--- src/rtl/bus_master_port_if.sv ---
// Command, response, arbiter and serial-bus signals of bus_master_port.
// master: the port block. slave: the user, arbiter and bus mux around it.
interface bus_master_port_if #(
    parameter int ADDR_W = 12,
    parameter int DATA_W = 8
);
    logic              cmd_valid;
    logic              cmd_ready;
    logic              cmd_rw;
    logic [1:0]        cmd_slave;
    logic [ADDR_W-1:0] cmd_addr;
    logic [DATA_W-1:0] cmd_wdata;
    logic              rsp_valid;
    logic [DATA_W-1:0] rsp_rdata;
    logic              rsp_err;
    logic              m_request;
    logic              m_slave_sel;
    logic              m_grant;
    logic              bus_valid;
    logic              bus_tx;
    logic              bus_rx;
    logic              bus_rx_valid;
    logic              bus_ack;

    modport master (
        input  cmd_valid, cmd_rw, cmd_slave, cmd_addr, cmd_wdata,
        input  m_grant, bus_rx, bus_rx_valid, bus_ack,
        output cmd_ready, rsp_valid, rsp_rdata, rsp_err,
        output m_request, m_slave_sel, bus_valid, bus_tx
    );

    modport slave (
        output cmd_valid, cmd_rw, cmd_slave, cmd_addr, cmd_wdata,
        output m_grant, bus_rx, bus_rx_valid, bus_ack,
        input  cmd_ready, rsp_valid, rsp_rdata, rsp_err,
        input  m_request, m_slave_sel, bus_valid, bus_tx
    );
endinterface

--- src/rtl/bus_master_port.sv ---
// Serial bus master: slave select, arbitration, frame TX, data RX/ACK.
// Define BUS_MASTER_PORT_TIMEOUT_EN for a wait-state timeout.
module bus_master_port #(
    parameter int ADDR_W         = 12,
    parameter int DATA_W         = 8,
    parameter int TIMEOUT_CYCLES = 255
) (
    input logic              sys_clk,
    input logic              sys_rst,
    bus_master_port_if.master bus_if
);
    localparam int FR_W  = 1 + ADDR_W + DATA_W;
    localparam int CNT_W = $clog2(FR_W + 1);

    localparam logic [2:0] IDLE       = 3'd0;
    localparam logic [2:0] SEL1       = 3'd1;
    localparam logic [2:0] SEL0       = 3'd2;
    localparam logic [2:0] WAIT_GRANT = 3'd3;
    localparam logic [2:0] TX         = 3'd4;
    localparam logic [2:0] RX         = 3'd5;
    localparam logic [2:0] ACK        = 3'd6;
    localparam logic [2:0] DONE       = 3'd7;

    logic [2:0]        state_q, state_d;
    logic              rw_q, rw_d;
    logic [1:0]        slave_q, slave_d;
    logic [FR_W-1:0]   sh_q, sh_d;
    logic [CNT_W-1:0]  bit_q, bit_d;
    logic [DATA_W-1:0] rx_q, rx_d;
    logic [DATA_W-1:0] rdata_q, rdata_d;
    logic              err_q, err_d;
    logic [1:0]        gcnt_q, gcnt_d;
    logic              go_done;
    logic              fail;
    logic              tx_last;

`ifdef BUS_MASTER_PORT_TIMEOUT_EN
    localparam int TMO_W = $clog2(TIMEOUT_CYCLES + 1);
    logic [TMO_W-1:0] tmo_q, tmo_d;
`else
    if (TIMEOUT_CYCLES < 1) begin : g_tmo_chk
        $error("TIMEOUT_CYCLES must be positive");
    end
`endif

    assign tx_last = (bit_q == (rw_q ? CNT_W'(FR_W - 1) : CNT_W'(ADDR_W)));

    always_comb begin
        state_d = state_q;
        rw_d    = rw_q;
        slave_d = slave_q;
        sh_d    = sh_q;
        bit_d   = bit_q;
        rx_d    = rx_q;
        rdata_d = rdata_q;
        err_d   = err_q;
        gcnt_d  = gcnt_q;
        go_done = 1'b0;
        fail    = 1'b0;
        unique case (state_q)
            IDLE: begin
                if (bus_if.cmd_valid) begin
                    rw_d    = bus_if.cmd_rw;
                    slave_d = bus_if.cmd_slave;
                    sh_d    = {bus_if.cmd_wdata, bus_if.cmd_addr, bus_if.cmd_rw};
                    rx_d    = '0;
                    state_d = SEL1;
                end
            end
            SEL1: state_d = SEL0;
            SEL0: state_d = WAIT_GRANT;
            WAIT_GRANT: begin
                // A grant left over from an earlier owner is not trusted.
                if (gcnt_q != 2'd2) begin
                    gcnt_d = gcnt_q + 2'd1;
                end else if (bus_if.m_grant) begin
                    state_d = TX;
                end
            end
            TX: begin
                if (!bus_if.m_grant) begin
                    go_done = 1'b1;
                    fail    = 1'b1;
                end else begin
                    sh_d  = sh_q >> 1;
                    bit_d = bit_q + CNT_W'(1);
                    if (tx_last) state_d = rw_q ? ACK : RX;
                end
            end
            RX: begin
                if (!bus_if.m_grant) begin
                    go_done = 1'b1;
                    fail    = 1'b1;
                end else if (bus_if.bus_rx_valid) begin
                    rx_d  = {bus_if.bus_rx, rx_q[DATA_W-1:1]};
                    bit_d = bit_q + CNT_W'(1);
                    if (bit_q == CNT_W'(DATA_W - 1)) go_done = 1'b1;
                end
            end
            ACK: begin
                if (!bus_if.m_grant) begin
                    go_done = 1'b1;
                    fail    = 1'b1;
                end else if (bus_if.bus_ack) begin
                    go_done = 1'b1;
                end
            end
            DONE: state_d = IDLE;
            default: state_d = IDLE;
        endcase

`ifdef BUS_MASTER_PORT_TIMEOUT_EN
        tmo_d = tmo_q;
        if ((state_q == WAIT_GRANT || state_q == RX || state_q == ACK)
            && !go_done && state_d == state_q) begin
            if (tmo_q == TMO_W'(TIMEOUT_CYCLES - 1)) begin
                go_done = 1'b1;
                fail    = 1'b1;
            end else begin
                tmo_d = tmo_q + TMO_W'(1);
            end
        end
`endif

        if (go_done) begin
            state_d = DONE;
            err_d   = fail;
            rdata_d = rw_q ? '0 : rx_d;
        end

        // Per-state counters restart on every state change.
        if (state_d != state_q) begin
            bit_d  = '0;
            gcnt_d = '0;
`ifdef BUS_MASTER_PORT_TIMEOUT_EN
            tmo_d  = '0;
`endif
        end
    end

    always_ff @(posedge sys_clk or posedge sys_rst) begin
        if (sys_rst) begin
            state_q <= IDLE;
            rw_q    <= 1'b0;
            slave_q <= '0;
            sh_q    <= '0;
            bit_q   <= '0;
            rx_q    <= '0;
            rdata_q <= '0;
            err_q   <= 1'b0;
            gcnt_q  <= '0;
        end else begin
            state_q <= state_d;
            rw_q    <= rw_d;
            slave_q <= slave_d;
            sh_q    <= sh_d;
            bit_q   <= bit_d;
            rx_q    <= rx_d;
            rdata_q <= rdata_d;
            err_q   <= err_d;
            gcnt_q  <= gcnt_d;
        end
    end

`ifdef BUS_MASTER_PORT_TIMEOUT_EN
    always_ff @(posedge sys_clk or posedge sys_rst) begin
        if (sys_rst) tmo_q <= '0;
        else         tmo_q <= tmo_d;
    end
`endif

    assign bus_if.cmd_ready   = (state_q == IDLE);
    assign bus_if.m_request   = (state_q != IDLE) && (state_q != DONE);
    assign bus_if.m_slave_sel = (state_q == SEL1) ? slave_q[1] :
                                (state_q == SEL0) ? slave_q[0] : 1'b0;
    assign bus_if.bus_valid   = (state_q == TX);
    assign bus_if.bus_tx      = (state_q == TX) & sh_q[0];
    assign bus_if.rsp_valid   = (state_q == DONE);
    assign bus_if.rsp_err     = (state_q == DONE) & err_q;
    assign bus_if.rsp_rdata   = rdata_q;
endmodule

--- src/flat_wrapper.sv ---
// flat-port wrapper written by rule: the top's interface ports become plain ports
module bus_master_port_flat 
#(
    parameter int ADDR_W         = 12,
    parameter int DATA_W         = 8,
    parameter int TIMEOUT_CYCLES = 255
)
  (sys_clk, sys_rst, bus_if_cmd_valid, bus_if_cmd_rw, bus_if_cmd_slave, bus_if_cmd_addr, bus_if_cmd_wdata, bus_if_m_grant, bus_if_bus_rx, bus_if_bus_rx_valid, bus_if_bus_ack, bus_if_cmd_ready, bus_if_rsp_valid, bus_if_rsp_rdata, bus_if_rsp_err, bus_if_m_request, bus_if_m_slave_sel, bus_if_bus_valid, bus_if_bus_tx);
  bus_master_port_if #(.ADDR_W(ADDR_W), .DATA_W(DATA_W)) bus_if_i ();
  input logic sys_clk;
  input logic sys_rst;
  input wire logic [$bits(bus_if_i.cmd_valid)-1:0] bus_if_cmd_valid;
  input wire logic [$bits(bus_if_i.cmd_rw)-1:0] bus_if_cmd_rw;
  input wire logic [$bits(bus_if_i.cmd_slave)-1:0] bus_if_cmd_slave;
  input wire logic [$bits(bus_if_i.cmd_addr)-1:0] bus_if_cmd_addr;
  input wire logic [$bits(bus_if_i.cmd_wdata)-1:0] bus_if_cmd_wdata;
  input wire logic [$bits(bus_if_i.m_grant)-1:0] bus_if_m_grant;
  input wire logic [$bits(bus_if_i.bus_rx)-1:0] bus_if_bus_rx;
  input wire logic [$bits(bus_if_i.bus_rx_valid)-1:0] bus_if_bus_rx_valid;
  input wire logic [$bits(bus_if_i.bus_ack)-1:0] bus_if_bus_ack;
  output wire logic [$bits(bus_if_i.cmd_ready)-1:0] bus_if_cmd_ready;
  output wire logic [$bits(bus_if_i.rsp_valid)-1:0] bus_if_rsp_valid;
  output wire logic [$bits(bus_if_i.rsp_rdata)-1:0] bus_if_rsp_rdata;
  output wire logic [$bits(bus_if_i.rsp_err)-1:0] bus_if_rsp_err;
  output wire logic [$bits(bus_if_i.m_request)-1:0] bus_if_m_request;
  output wire logic [$bits(bus_if_i.m_slave_sel)-1:0] bus_if_m_slave_sel;
  output wire logic [$bits(bus_if_i.bus_valid)-1:0] bus_if_bus_valid;
  output wire logic [$bits(bus_if_i.bus_tx)-1:0] bus_if_bus_tx;
  assign bus_if_i.cmd_valid = bus_if_cmd_valid;
  assign bus_if_i.cmd_rw = bus_if_cmd_rw;
  assign bus_if_i.cmd_slave = bus_if_cmd_slave;
  assign bus_if_i.cmd_addr = bus_if_cmd_addr;
  assign bus_if_i.cmd_wdata = bus_if_cmd_wdata;
  assign bus_if_i.m_grant = bus_if_m_grant;
  assign bus_if_i.bus_rx = bus_if_bus_rx;
  assign bus_if_i.bus_rx_valid = bus_if_bus_rx_valid;
  assign bus_if_i.bus_ack = bus_if_bus_ack;
  assign bus_if_cmd_ready = bus_if_i.cmd_ready;
  assign bus_if_rsp_valid = bus_if_i.rsp_valid;
  assign bus_if_rsp_rdata = bus_if_i.rsp_rdata;
  assign bus_if_rsp_err = bus_if_i.rsp_err;
  assign bus_if_m_request = bus_if_i.m_request;
  assign bus_if_m_slave_sel = bus_if_i.m_slave_sel;
  assign bus_if_bus_valid = bus_if_i.bus_valid;
  assign bus_if_bus_tx = bus_if_i.bus_tx;
  bus_master_port #(.ADDR_W(ADDR_W), .DATA_W(DATA_W), .TIMEOUT_CYCLES(TIMEOUT_CYCLES)) u_core (.sys_clk(sys_clk), .sys_rst(sys_rst), .bus_if(bus_if_i));
endmodule
--- config.mk ---
export PLATFORM = sky130hd
export DESIGN_NAME = bus_master_port_flat
export DESIGN_NICKNAME = d
export VERILOG_FILES = /design/src/rtl/bus_master_port_if.sv /design/src/rtl/bus_master_port.sv /design/src/flat_wrapper.sv
export SDC_FILE = /design/constraint.sdc
export NUM_CORES = 1
export LEC_CHECK = 0
export CAP_MARGIN = 20
export CELL_PAD_IN_SITES_DETAIL_PLACEMENT = 1
export CELL_PAD_IN_SITES_GLOBAL_PLACEMENT = 2
export CORE_MARGIN = 2
export CORE_UTILIZATION = 43
export DETAILED_ROUTE_END_ITERATION = 16
export DONT_BUFFER_PORTS = 1
export GPL_TIMING_DRIVEN = 1
export PLACE_DENSITY_LB_ADDON = 0.1
export SLEW_MARGIN = 20
export SYNTH_ARGS = -nofsm -noshare
export SYNTH_HDL_FRONTEND = slang
export SYNTH_SLANG_ARGS = --single-unit
--- constraint.sdc ---
create_clock -name sys_clk -period 4.15 [get_ports sys_clk]
set_input_delay 1.245 -clock sys_clk [delete_from_list [all_inputs] [get_ports sys_clk]]
set_output_delay 1.245 -clock sys_clk [all_outputs]
set_load 0.03 [all_outputs]
==> flow_summary.toml, run 1 <==
[placed_design]
io_buffers = 0
place_area_sq_um = 2690
place_congestion = 0.855
dp_hpwl_um = 3840
dp.cells = 319
place_ws_ns = 1.36

[floorplanning]
fp.dieW_um = 81.9
die_area_sq_um = 6710
io_pins = 45
die_y_um = 81.9
start_util = 0.444
rows = 28
core_area_sq_um = 5890

[route]
postRouteAntennaNets = 0
vias = 1819
detail_route.wl_per_cell_um = 16.7
viasPerCell = 5.58
dr.pass1.iters = 5
drtIter0Drc = 76
drc = 0
routed_wl_um = 5450

[clock_network]
cts_root_buf = "clkbuf_8"
cts_buffers = 5
clock_path_buffers = 2
cts_sinks = 51
cts_resized = 0
path_clk_slew_ns = 0.09
cts_tree = "done"
htree_levels = 2
clk_latency_ns = 0.30
cts-hold-fix-buffers = 0
post_cts_buffers = 0

[yosys]
synth-seq-cells = 51
synth-seq-area-share = 0.489
avgSynthCellArea_sq_um = 10.4
yosysWarnings = 0
synth_cell_types = 46
netlist_instances = 252
synth_top_area_cell = "dfrtp_1"
synth_top_area_share = 0.489
synth_nets = 285
synth_area_sq_um = 2610
async_reset_ff_frac = 1.00
ys.flop_type = "dfrtp_1"
synth-edff-count = 0
synth_area_leaders = "dfrtp_1, mux2i_1, nand2_1, a22o_1, o21ai_0"

[worst_setup_path]
r2r_start = "u_core.state_q[0]"
reg2reg_slack_ns = 1.98
max_stage_delay_ns = 0.73
r2r_cells = 4
crit_fanout = 16
critPathLaunch = "u_core.state_q[1]"
required_ns = 2.90
critPathCaptureType = "output pin"
cpMaxStageDelayCell = "dfrtp_1"
crit_cells = 2
path_buf_inv = 0
worstPathArrival_ns = 1.88
path_cells = "and3_1, and2_1"
critPathKind = "flop to output pin"
critPathCapture = "bus_if_rsp_err"
startpoint_type = "flop"
cpLargestDelayFamily = "simple AND/OR/NAND/NOR gates"
r2r-end = "u_core.bus_if.rsp_rdata[6]"

[timing]
relSlewSlack = 0.419
finalSetupTns_ns = 0
setup_violations = 0
min_period_ns = 3.13
tightest_slew_ns = 0.872
hold_viol_final = 0
rsz0062_at_grt = "no"
setup_slack_ns = 1.02
drv_slew = 0
finalClockSkew_ns = 0.0132
holdWs_ns = 0.485
max_freq_ghz = 0.320
fin_crit_sh = 0.754

[grt]
grt_pass1_wl_um = 8820
grtUsageTotal = 0.172
grt_max_degree = 42
antenna_found_initial = 0
grt_pass1_vias = 1863
grt_overflow = 0

[finish]
finalNonFillerCells = 326
num_antenna_cells = 0
multi_input_area_sq_um = 1220
utilization = 0.474
layout.nets = 284
drive_gt1_frac = 0.0956
stdcell_area_sq_um = 2790
area_growth_pct = 6.70
seq_area_sq_um = 1280
fillers = 675

[run_status]
status = "complete, no violations"

[pwr]
total_power_mw = 1.48
powerDensity_nw_per_um2 = 532
leakage_nw = 1.25
peakVddDrop_mv = 0.211

[job]
maxCapViolCount = 0

[worst_hold_path]
hold_class = "flop to flop"
-- cells by family (layout without fill, tap and decap cells) --
group | count (synthesis) | in the layout | share of synthesized area
AND/OR/NAND/NOR | 85 | 85 | 0.178
XOR/XNOR | 5 | 5 | 0.0168
AO/OA/AOI/OAI | 55 | 55 | 0.147
flip-flops | 51 | 51 | 0.489
multiplexers | 28 | 28 | 0.109
adder cells (fa/ha/maj) | 3 | 3 | 0.0144
buffers and inverters | 25 | 24 | 0.0474
-- cell type report --
type	count	share of cell area
sequential	51	0.458
multi-input combinational	176	0.436
tap	75	0.0337
clock buffer	6	0.0260
timing repair buffer	6	0.0206
inverter	11	0.0148
clock inverter	1	0.0108
-- where the power goes --
group,switching (mW),internal [mW]
clock network,0.159,0.177
logic,0.232,0.170
registers,0.117,0.627
-- how the worst min path moves through the flow --
stage	to	slack, ns	startpoint	cells past startpoint
after floorplan	u_core.slave_q[1]	0.44	u_core.slave_q[1]	2
after global placement	u_core.sh_q[0]	0.46	u_core.sh_q[0]	2
after detailed placement	u_core.sh_q[0]	0.47	u_core.sh_q[0]	2
after CTS	u_core.sh_q[0]	0.49	u_core.sh_q[0]	2
after global routing	u_core.slave_q[1]	0.52	u_core.slave_q[1]	2
final	u_core.sh_q[10]	0.48	u_core.sh_q[10]	2
-- cell usage in the layout, fill, tap and decap left out, drive strengths merged, types with 4 or more instances in the layout --
master / instances
nor2: 5
inv: 11
nand2: 39
nor3: 6
dfrtp: 51
and2: 8
mux2i: 25
buf: 6
a22o: 13
nand3b: 4
o21ai: 25
clkbuf: 6
nand2b: 4
-- worst register-to-register path: stages (launching register included) --
cell and delay (ns):
dfrtp_1 0.74, inv_1 0.23, nor4_1 0.50, o21ai_2 0.27, mux2_2 0.33
-- Yosys cell counts (2+ instances only) --
cell type / instances
mux2_2: 3
buf_6: 3
clkbuf_1: 5
nor4_1: 2
buf_2: 6
inv_1: 11
nor2b_1: 3
o21ai_1: 2
mux2i_1: 25
nand2b_1: 4
a22o_1: 13
nor3_1: 6
nor3b_1: 2
dfrtp_1: 51
nand4_1: 2
a21oi_1: 3
xnor2_1: 2
a31oi_1: 2
nand3b_1: 4
xor2_1: 3
ha_1: 3
and2_1: 8
o21ai_0: 22
nor2_1: 5
nand2_1: 39
a21o_1: 2
and3_1: 2
-- metal layers --
layer  GRT usage  up-vias  share of wire
met1       0.225      903           0.47
li1            -      886              -
met2       0.280       25           0.48
met3      0.0484        5          0.045
met5           0        -              0
met4      0.0483        0         0.0095
-- flip-flops by register name (all words and copies together) (netlist names) --
register and cells:
u_core.sh_q 21, u_core.bus_if.rsp_rdata 8, u_core.rx_q 8, u_core.bit_q 5, u_core.state_q 3, u_core.gcnt_q 2, u_core.slave_q 2, u_core.err_q 1
u_core.rw_q 1
(Power assumes the default switching activity.)
==> run 2, diff against run 1 <==
- CORE_UTILIZATION: 43 -> 40
- clock period: 4.15 -> 3 ns (I/O delays scaled with it)
==> run 2 against run 1 <==
Final cell count grew 3.1%. Sequential share of layout area shrank 0.71 points. Via count grew 0.77%. Critical path depth grew 2. Global-route usage shrank 0.80 points. Die area grew 7.1%. Non-clock buffer count grew 7. Register-to-register slack lost 1.1 ns. Hold slack lost 0.10 ns. Critical path type unchanged. Critical endpoint is now bus_if_m_request. Highest routed layer unchanged.
==> flow_summary.toml, run 2 (synthesis gave the netlist of run 1 again) <==
[timing]
fin_crit_sh = 0.867
max_freq_ghz = 0.384
relSlewSlack = 0.558
min_period_ns = 2.60
hold_viol_final = 0
tightest_slew_ns = 0.663
rsz0062_at_grt = "no"
finalSetupTns_ns = 0
drv_slew = 0
finalClockSkew_ns = 0.00495
setup_violations = 0
holdWs_ns = 0.382

[worst_setup_path]
r2r_cells = 6
critPathKind = "flop to output pin"
startpoint_type = "flop"
critPathCaptureType = "output pin"
required_ns = 2.10
r2r-end = "u_core.sh_q[18]"
crit_fanout = 18
worstPathArrival_ns = 1.70
critPathLaunch = "u_core.state_q[0]"
critPathCapture = "bus_if_m_request"
reg2reg_slack_ns = 0.84
r2r_start = "u_core.state_q[2]"

[placed_design]
io_buffers = 0
place_congestion = 0.807
dp_hpwl_um = 3980

[job]
maxCapViolCount = 0

[floorplanning]
core_area_sq_um = 6350
rows = 29
die_area_sq_um = 7190
io_pins = 45
die_y_um = 84.8
fp.dieW_um = 84.8
start_util = 0.411

[route]
viasPerCell = 5.46
detail_route.wl_per_cell_um = 16.3
vias = 1833
postRouteAntennaNets = 0
drtIter0Drc = 57
drc = 0
routed_wl_um = 5480
dr.pass1.iters = 5

[worst_hold_path]
hold_class = "primary input to async pin"

[pwr]
swShare = 0.346
power.switching_mw = 0.715
power_frac_clock = 0.211
p_comb_frac = 0.296
leakage_nw = 1.28
peakVddDrop_mv = 0.317
power.internal_mw = 1.35
p_seq_frac = 0.493
powerDensity_nw_per_um2 = 730

[grt]
grt_pass1_wl_um = 9510
grt_util_met3 = 0.0292
use_met1 = 0.224
use_met2 = 0.266
antenna_found_initial = 0
grt_max_degree = 42
grt_pass1_vias = 1944
grtUsageTotal = 0.164
grt_overflow = 0
busiest_layer = "met2"

[finish]
drive_gt1_frac = 0.127
mostFrequentLayoutCells = "dfrtp_1, nand2_1, mux2i_1"
layout.nets = 291
area_growth_pct = 8.38
regMostFlops = "u_core.sh_q"
largest_register_ffs = 21
fillers = 726
num_antenna_cells = 0
final_common_cell = "dfrtp_1"

[clock_network]
cts-hold-fix-buffers = 0
post_cts_buffers = 0
cts_sinks = 51
cts_tree = "done"
clk_latency_ns = 0.30
path_clk_slew_ns = 0.09
clock_path_buffers = 2
cts_buffers = 5
htree_levels = 2
cts_root_buf = "clkbuf_8"
cts_resized = 0

[run_status]
status = "complete, no violations"
[run 2: power groups by stage]
stage / registers (mW) / clock network, mW / logic (mW)
6_report: 1.02 / 0.437 / 0.612
5_1_grt: 1.05 / 0.481 / 0.710
4_1_cts: 1.02 / 0.456 / 0.627
3_5_place_dp: 1.03 / 0 / 0.622
3_3_place_gp: 1.03 / 0 / 0.604
2_1_floorplan: 0.958 / 0 / 0.536
[run 2: worst min-delay path by stage]
stage / startpoint / end / cells after the start
floorplan: u_core.slave_q[1] / u_core.slave_q[1] / 2
global placement: u_core.sh_q[11] / u_core.sh_q[11] / 2
detailed placement: u_core.sh_q[8] / u_core.sh_q[8] / 2
CTS: sys_rst / u_core.bus_if.rsp_rdata[7] / 1
global route: sys_rst / u_core.bus_if.rsp_rdata[7] / 1
finish: sys_rst / u_core.bus_if.rsp_rdata[6] / 1
[run 2: final cells by class]
class                      instances  area (sq um)  area share
multi-input combinational        176          1220       0.430
clock buffer                       7          96.3      0.0340
tap                               77          96.3      0.0340
clock inverter                     1          7.51     0.00265
timing repair buffer              13          97.6      0.0345
sequential                        51          1280       0.451
inverter                          11          41.3      0.0146
[run 2: per-layer routing]
layer / up-vias / routed length (um)
li1: 900 / -
met3: 9 / 169
met5: - / 0
met2: 31 / 2630
met1: 893 / 2560
met4: 0 / 118
[run 2: through the flow]
stage	worst slack, ns	total power, mW	area, sq um	utilization	cells
after detailed placement	0.730	1.66	2730	0.430	328
final	0.398	2.07	2830	0.446	336
after global placement	0.765	1.64	2730	0.430	328
after CTS	0.385	2.10	2830	0.446	336
after floorplan	0.263	1.49	2610	-	252
after global routing	0.282	2.24	2830	0.446	336
[run 2: worst max-delay path, stage by stage, from the launching register on]
cell and delay (ns):
dfrtp_1 0.75, and3_1 0.27, buf_4 0.17, nor2_1 0.05
buf_4 0.16
